`config.mk`:
```
export PLATFORM = sky130hd
export DESIGN_NAME = reg_file_sb
export DESIGN_NICKNAME = d
export VERILOG_FILES = /design/src/rtl/regfile_pkg.sv /design/src/rtl/reg_scoreboard.sv /design/src/rtl/reg_file_sb.sv
export SDC_FILE = /design/constraint.sdc
export NUM_CORES = 2
export LEC_CHECK = 0
export BUFFER_PORTS_ARGS = -buffer_cell sky130_fd_sc_hd__buf_2
export CORE_MARGIN = 2
export CORE_UTILIZATION = 40
export CTS_CLUSTER_DIAMETER = 50
export CTS_CLUSTER_SIZE = 20
export DETAILED_ROUTE_END_ITERATION = 7
export HOLD_SLACK_MARGIN = 0.06
export SETUP_SLACK_MARGIN = 0.4
export SKIP_LAST_GASP = 1
export SYNTH_ARGS = -nofsm -noshare
export SYNTH_HDL_FRONTEND = slang
export SYNTH_HIERARCHICAL = 1
export SYNTH_SLANG_ARGS = --single-unit
```
`constraint.sdc`:
```
create_clock -name Clk -period 39.3 [get_ports Clk]
set_clock_uncertainty 0.15 [all_clocks]
set_input_delay 1.965 -clock Clk [delete_from_list [all_inputs] [get_ports Clk]]
set_output_delay 1.965 -clock Clk [all_outputs]
set_load 0.05 [all_outputs]
```
`src/rtl/regfile_pkg.sv`:
```
// Shared sizing constants for the register file and its write-pending scoreboard.
// Register 0 is hardwired to zero and is never tracked as pending.
package regfile_pkg;
  localparam int DATA_WIDTH = 32;
  localparam int ADDR_WIDTH = 5;
  localparam int NUM_REGS   = 1 << ADDR_WIDTH;
  localparam logic [ADDR_WIDTH-1:0] ZERO_REG = '0;
endpackage

```
`src/rtl/reg_scoreboard.sv`:
```
// Per-register pending bits, their population count and the combinational read-hazard stall.
// Pending updates land on the edge after issue/write; Stall is 0-cycle; no backpressure, consumer must hold on Stall.
module reg_scoreboard #(
  parameter int ADDR_WIDTH = regfile_pkg::ADDR_WIDTH
) (
  input  logic                  Clk,
  input  logic                  Reset,
  input  logic                  RegWrite,
  input  logic [ADDR_WIDTH-1:0] WriteReg,
  input  logic                  IssueEn,
  input  logic [ADDR_WIDTH-1:0] IssueReg,
  input  logic [ADDR_WIDTH-1:0] ReadReg1,
  input  logic [ADDR_WIDTH-1:0] ReadReg2,
  output logic                  Stall,
  output logic [ADDR_WIDTH:0]   PendingCnt
);
  import regfile_pkg::*;

  localparam int NREGS = 1 << ADDR_WIDTH;
  localparam logic [ADDR_WIDTH:0] CNT_ONE = (ADDR_WIDTH+1)'(1);

  logic [NREGS-1:0] pending;
  logic [NREGS-1:0] clr_mask;
  logic [NREGS-1:0] set_mask;
  logic             wr_vld;
  logic             iss_vld;
  logic             set_new;
  logic             clr_eff;
  logic             haz1;
  logic             haz2;

  assign wr_vld  = RegWrite && (WriteReg != ZERO_REG);
  assign iss_vld = IssueEn && (IssueReg != ZERO_REG);

  always_comb begin
    clr_mask = '0;
    set_mask = '0;
    if (wr_vld)  clr_mask[WriteReg] = 1'b1;
    if (iss_vld) set_mask[IssueReg] = 1'b1;
  end

  // Count tracks transitions only: a re-issue to the register being written keeps it pending.
  assign set_new = iss_vld && !pending[IssueReg];
  assign clr_eff = wr_vld && pending[WriteReg] && !(iss_vld && (IssueReg == WriteReg));

  always_ff @(posedge Clk or posedge Reset) begin
    if (Reset) begin
      pending    <= '0;
      PendingCnt <= '0;
    end else begin
      pending <= (pending & ~clr_mask) | set_mask;
      if (set_new && !clr_eff)
        PendingCnt <= PendingCnt + CNT_ONE;
      else if (clr_eff && !set_new)
        PendingCnt <= PendingCnt - CNT_ONE;
    end
  end

  assign haz1  = pending[ReadReg1] && !(RegWrite && (WriteReg == ReadReg1)) && (ReadReg1 != ZERO_REG);
  assign haz2  = pending[ReadReg2] && !(RegWrite && (WriteReg == ReadReg2)) && (ReadReg2 != ZERO_REG);
  assign Stall = !Reset && (haz1 || haz2);
endmodule

```
`src/rtl/reg_file_sb.sv`:
```
// 32-entry register file, two combinational read ports with write-through bypass, r0 hardwired to 0.
// Read latency 0, write visible in storage from next edge; no backpressure, consumer holds while Stall is high.
module reg_file_sb #(
  parameter int DATA_WIDTH = regfile_pkg::DATA_WIDTH,
  parameter int ADDR_WIDTH = regfile_pkg::ADDR_WIDTH
) (
  input  logic                  Clk,
  input  logic                  Reset,
  input  logic [ADDR_WIDTH-1:0] ReadReg1,
  input  logic [ADDR_WIDTH-1:0] ReadReg2,
  output logic [DATA_WIDTH-1:0] ReadData1,
  output logic [DATA_WIDTH-1:0] ReadData2,
  input  logic                  RegWrite,
  input  logic [ADDR_WIDTH-1:0] WriteReg,
  input  logic [DATA_WIDTH-1:0] WriteData,
  input  logic                  IssueEn,
  input  logic [ADDR_WIDTH-1:0] IssueReg,
  output logic                  Stall,
  output logic [ADDR_WIDTH:0]   PendingCnt
);
  import regfile_pkg::*;

  localparam int NREGS = 1 << ADDR_WIDTH;

  logic [DATA_WIDTH-1:0] regs [NREGS];

  always_ff @(posedge Clk or posedge Reset) begin
    if (Reset) begin
      for (int i = 0; i < NREGS; i++)
        regs[i] <= '0;
    end else if (RegWrite && (WriteReg != ZERO_REG)) begin
      regs[WriteReg] <= WriteData;
    end
  end

  // Reads are forced to zero during reset so a same-cycle bypass cannot leak through.
  always_comb begin
    ReadData1 = regs[ReadReg1];
    if (Reset || (ReadReg1 == ZERO_REG))
      ReadData1 = '0;
    else if (RegWrite && (WriteReg == ReadReg1))
      ReadData1 = WriteData;
  end

  always_comb begin
    ReadData2 = regs[ReadReg2];
    if (Reset || (ReadReg2 == ZERO_REG))
      ReadData2 = '0;
    else if (RegWrite && (WriteReg == ReadReg2))
      ReadData2 = WriteData;
  end

  reg_scoreboard #(
    .ADDR_WIDTH (ADDR_WIDTH)
  ) u_scoreboard (
    .Clk        (Clk),
    .Reset      (Reset),
    .RegWrite   (RegWrite),
    .WriteReg   (WriteReg),
    .IssueEn    (IssueEn),
    .IssueReg   (IssueReg),
    .ReadReg1   (ReadReg1),
    .ReadReg2   (ReadReg2),
    .Stall      (Stall),
    .PendingCnt (PendingCnt)
  );
endmodule

```
# After elaboration in Yosys (flattened, before gate mapping)
# Index checks and enable logic that the tools add are counted.
[classes]
add_sub_neg = 2
n_lt_le_gt_ge = 10
n_eq_ne = 3
mux = 29
bitwise_logic = 6
n_reduce_logical = 35
[ops]
columns = ["operator", "count"]
rows = [
  ["$bwmux W1024", 1],
  ["$mux W32", 11],
  ["$bmux W32 S5", 2],
  ["$demux W32 S5", 1],
  ["$and A32 B32 Y32", 1],
  ["$not A32 Y32", 1],
  ["$or A32 B32 Y32", 1],
  ["$lt A5 B6 Y1 const B", 4],
  ["$bmux W1 S5", 4],
  ["$reduce_bool A5 Y1", 4],
  ["$ge A6 B6 Y1 const B", 3],
  ["$logic_and A1 B1 Y1", 18],
  ["$not A5 Y6", 3],
  ["$eq A5 B5 Y1", 3],
  ["$mux W6", 2],
  ["$demux W1 S5", 2],
  ["$ge A5 B1 Y1 const B", 2],
  ["$logic_not A5 Y1", 2],
  ["$logic_not A1 Y1", 7],
  ["$add A6 B1 Y6 const B", 1],
  ["$lt A6 B1 Y1 const B", 1],
  ["$mux W1", 6],
  ["$sub A6 B1 Y6 const B", 1],
  ["$logic_or A1 B1 Y1", 3],
  ["$reduce_bool A2 Y1", 1],
]
[totals]
reg_bits = 1062
output_inout_bits = 71
wordCells = 119

# Logic depth before layout (Yosys ltp)
[logic_depth]
depth_word = 8
ltp_mapped = 16
mapped_depth_nobuf = 13

# By module
# The synthesis kept the hierarchy.
[modules_own_cells]
columns = ["module", "n_inst", "cells_per_inst", "area_per_inst_um2"]
rows = [
  ["reg_file_sb", 1, 3730, 54623.6],
  ["reg_scoreboard", 1, 284, 3024.2],
]

# Worst setup path before layout
# OpenSTA, ideal clock, no wires.
[synth_path]
path_kind = "input-to-output"
startpoint = "input Reset"
endpoint = "output ReadData2[10]"
t_arrival_ns = 27.424
required_time_ns = 37.185
setup_slack_ns = 9.761
path_stages = 5
cell_sequence = "inv_1 > o21ai_0 > nor2_1 > buf_2 > a22o_1"
[synth_via]
elab_chain_len = 2
[synth_rtl]
columns = ["item", "line", "source"]
rows = [
  ["start, declared", "reg_file_sb.sv:8", "input logic Reset,"],
  ["$logic_or A1 B1 Y1", "reg_file_sb.sv:47", "if (Reset || (ReadReg2 == ZERO_REG))"],
  ["$mux W32", "reg_file_sb.sv:47", ""],
  ["end, declared", "reg_file_sb.sv:12", "output logic [DATA_WIDTH-1:0] ReadData2,"],
]
# No other way between the ends.

# Worst setup path after layout
[layout_path]
startpoint = "input ReadReg1[0]"
endpoint = "output ReadData1[16]"
[layout_via]
elab_chain_len = 6
elab_cells_between_ends = 10
cone_classes = "1 x eq/ne; 5 x mux; 1 x bitwise; 3 x reduce/logical"
[layout_rtl]
columns = ["item", "line", "source"]
rows = [
  ["start, declared", "reg_file_sb.sv:9", "input logic [ADDR_WIDTH-1:0] ReadReg1,"],
  ["$not A5 Y6 (not written as such)", "reg_file_sb.sv:38", "ReadData1 = regs[ReadReg1];"],
  ["$bmux W32 S5", "reg_file_sb.sv:38", ""],
  ["$mux W32 (not written as such) (2 in series)", "reg_file_sb.sv:38", ""],
  ["$mux W32", "reg_file_sb.sv:41", "else if (RegWrite && (WriteReg == ReadReg1))"],
  ["$mux W32 *", "reg_file_sb.sv:39", "if (Reset || (ReadReg1 == ZERO_REG))"],
  ["end, declared", "reg_file_sb.sv:11", "output logic [DATA_WIDTH-1:0] ReadData1,"],
]
# Mark *: on every way between the ends. The rest lies on a longest branch, timed or not. The select of a mux whose other input is x is not followed.

==> flow_metrics.tcl <==
set metrics [dict create \
    dp_slack_ns 30.54 \
    path_clk_slew_ns 0.06 \
    grt_pass1_vias 38870 \
    syn-num-nets 4076 \
    tns_ns 0 \
    hold_buffers 0 \
    start_util_pct 40.23 \
    syn_area_per_cell_um2 14.36 \
    htreeDepth 3 \
    critPathKind "in -> out" \
    clock_latency_ns 0.75 \
    crit_path_end_kind "output pin" \
    final_net_count 3944 \
    die_h_um 383.6 \
    hp-class "reg -> reg" \
    seq_area_frac_synth_pct 46.10 \
    antenna_found_initial 10 \
    gp_congestion 0.7926 \
    synth_cell_types 57 \
    tightest_slew_ns 1.379 \
    synth_cells 4014 \
    core_area_mm2 0.1433 \
    drc 0 \
    async_reset_ff_share_pct 100.0 \
    vias 38267 \
    setup_violations 0 \
    ys_seq_elements 1062 \
    synthToLayoutAreaGrowth_pct 10.86 \
    grt_setup_unrepaired "false" \
    fin_crit_sh_pct 22.17 \
    fmax_ghz 0.1148 \
    cts_tree "done" \
    via_per_inst 6.496 \
    power_density_mw_per_mm2 53.16 \
    worst_ir_drop_vdd_uv 44.05 \
    firstDrtPassIters 7 \
    clock-sinks 1062 \
    dpl.hpwl_um 100700 \
    fin_area_mm2 0.06391 \
    postPlaceCellArea_mm2 0.05950 \
    antenna_left 0 \
    period_needed_ns 8.713 \
    synth-edff-count 0 \
    postCtsSetupRepairBufs 0 \
    drv_slew 0 \
    p_leak_uw 0.02758 \
    maxCapViolCount 0 \
    fill_cells 12876 \
    grt_pass1_wl_um 278200 \
    cts_buffer_depth 3 \
    worstPathArrival_ns 6.60 \
    syn-cell-area_mm2 0.05765 \
    die_x_um 383.6 \
    dieArea_mm2 0.1472 \
    clock-root-buffer "clkbuf_16" \
    start_kind "input pin" \
    cts-resized-gates 0 \
    pin_count 127 \
    cts_inserted_buffers 118 \
    grtUsageTotal_pct 25.68 \
    drive_gt1_share_pct 47.32 \
    slew_headroom_pct 7.859 \
    fin_ws_ns 30.59 \
    required_ns 37.19 \
    critPathMaxFanout 53 \
    fin_hold_ws_ns 0.2449 \
    io_buffers 126 \
    finalHoldViolCount 0 \
    yosys_warnings 6 \
    status "complete, no violations" \
    grt-ovfl-total 0 \
    drt_iter0_drc 3910 \
    diodes 0 \
    grt_max_degree 120 \
    row_count 139 \
    postRouteWirelength_um 190000 \
    synthFlopType "dfrtp_1" \
    wire_per_inst_um 32.24 \
]
cell families (layout without fill, tap and decap cells):
| kind of cell | count (synthesis) | after routing | share of synthesized area, % |
|---|---|---|---|
| DFF | 1062 | 1062 | 46.10 |
| AOI/OAI and AO/OA | 637 | 637 | 7.952 |
| buffers and inverters | 476 | 450 | 3.848 |
| adders and majority gates | 6 | 6 | 0.1432 |
| xor gates and xnor gates | 29 | 29 | 0.4406 |
| muxes | 1674 | 1674 | 40.30 |
| and+or+nand+nor | 130 | 130 | 1.211 |
per-layer routing:
layer,global-route usage [%],vias up,part of all wire (%)
met2,41.47,1595,48
li1,-,15444,-
met5,0,-,0.029
met4,9.303,8,3.8
met3,4.478,381,6.9
met1,34.82,20839,42
flip-flops by register name, indices dropped and copies added (netlist names):
name / cells
regs: 1024
u_scoreboard/PendingCnt: 6
u_scoreboard/pending: 32
path summary, 6_finish.rpt:
check / start / end / slack [ns] / cells after the start
max: ReadReg1[0] / ReadData1[16] / 30.59 / 9
min: regs[1007] / regs[1007] / 0.24 / 0
max reg2reg: u_scoreboard/pending[26] / u_scoreboard/PendingCnt[5] / 35.58 / 12
min reg2reg: regs[1007] / regs[1007] / 0.24 / 0
max in group asynchronous: Reset / regs[970] / 33.60 / 6
min in group asynchronous: Reset / u_scoreboard/pending[19] / 1.29 / 3
where the power goes:
| group | internal (uW) | switching (uW) |
|---|---|---|
| sequential | 1300 | 161 |
| combinational | 377 | 309 |
| clock | 709 | 537 |
| total | 2390 | 1010 |
worst max-delay path: stages:
cell and delay [ns]:
buf_8 0.50, buf_4 0.77, buf_4 0.89, buf_4 0.79
mux4_2 0.59, a22oi_1 0.22, a21oi_1 0.15, a211o_1 0.37
buf_2 0.23
through the flow:
stage                     std cells  util (%)  power [uW]
after floorplan                4014         -        1988
after global placement         5665     41.52        2142
after detailed placement       5665     41.52        2163
after CTS                      5891     44.60        3414
after global routing           5891     44.60        3539
final                          5891     44.60        3397
Yosys cell counts, drive strengths merged, types with 17 or more instances:
master	count	area, um^2
clkbuf	227	852.1
dfrtp	1062	26580
a21oi	102	510.5
nand2	30	112.6
nor2	28	117.6
o21bai	32	240.2
o22ai	32	200.2
buf	236	1318
a22o	65	569.3
a22oi	128	960.9
a211oi	65	498.0
mux4	417	9407
a221oi	64	560.5
o221ai	34	297.8
o21ai	69	345.3
mux2	996	11220
a211o	32	280.3
xor2	17	148.9
mux2i	261	2613
final cells by class:
type | instances | area, um^2 | share of cell area, %
clock inverters | 97 | 1339 | 2.095
repair buffers | 211 | 1351 | 2.114
flip-flops and latches | 1062 | 26580 | 41.58
multi-input cells | 2476 | 29130 | 45.58
well taps | 1903 | 2381 | 3.726
clock buffers | 129 | 3075 | 4.812
inverters | 13 | 56.30 | 0.08810
placed cells by master, fill, tap and decap left out, drive strengths merged, types with 2 or more instances in the layout:
| cell type | n |
|---|---|
| clkbuf | 129 |
| a211oi | 65 |
| mux2i | 261 |
| a31oi | 4 |
| o21ai | 69 |
| xnor2 | 12 |
| nand3b | 12 |
| o21bai | 32 |
| o31ai | 3 |
| nor3 | 4 |
| nor4 | 8 |
| and3b | 2 |
| o22ai | 32 |
| or2 | 3 |
| dfrtp | 1062 |
| or3b | 4 |
| clkinvlp | 9 |
| bufinv | 18 |
| a21oi | 102 |
| a22o | 65 |
| buf | 211 |
| a211o | 32 |
| ha | 5 |
| nor3b | 4 |
| a221oi | 64 |
| clkinv | 34 |
| and2 | 2 |
| xor2 | 17 |
| nor2 | 28 |
| nand3 | 14 |
| o221ai | 34 |
| inv | 49 |
| a22oi | 128 |
| mux4 | 417 |
| nand2 | 30 |
| mux2 | 996 |
| nand2b | 3 |
| or3 | 2 |
| nor2b | 10 |
Note: power is estimated with default switching activity, not from simulation.
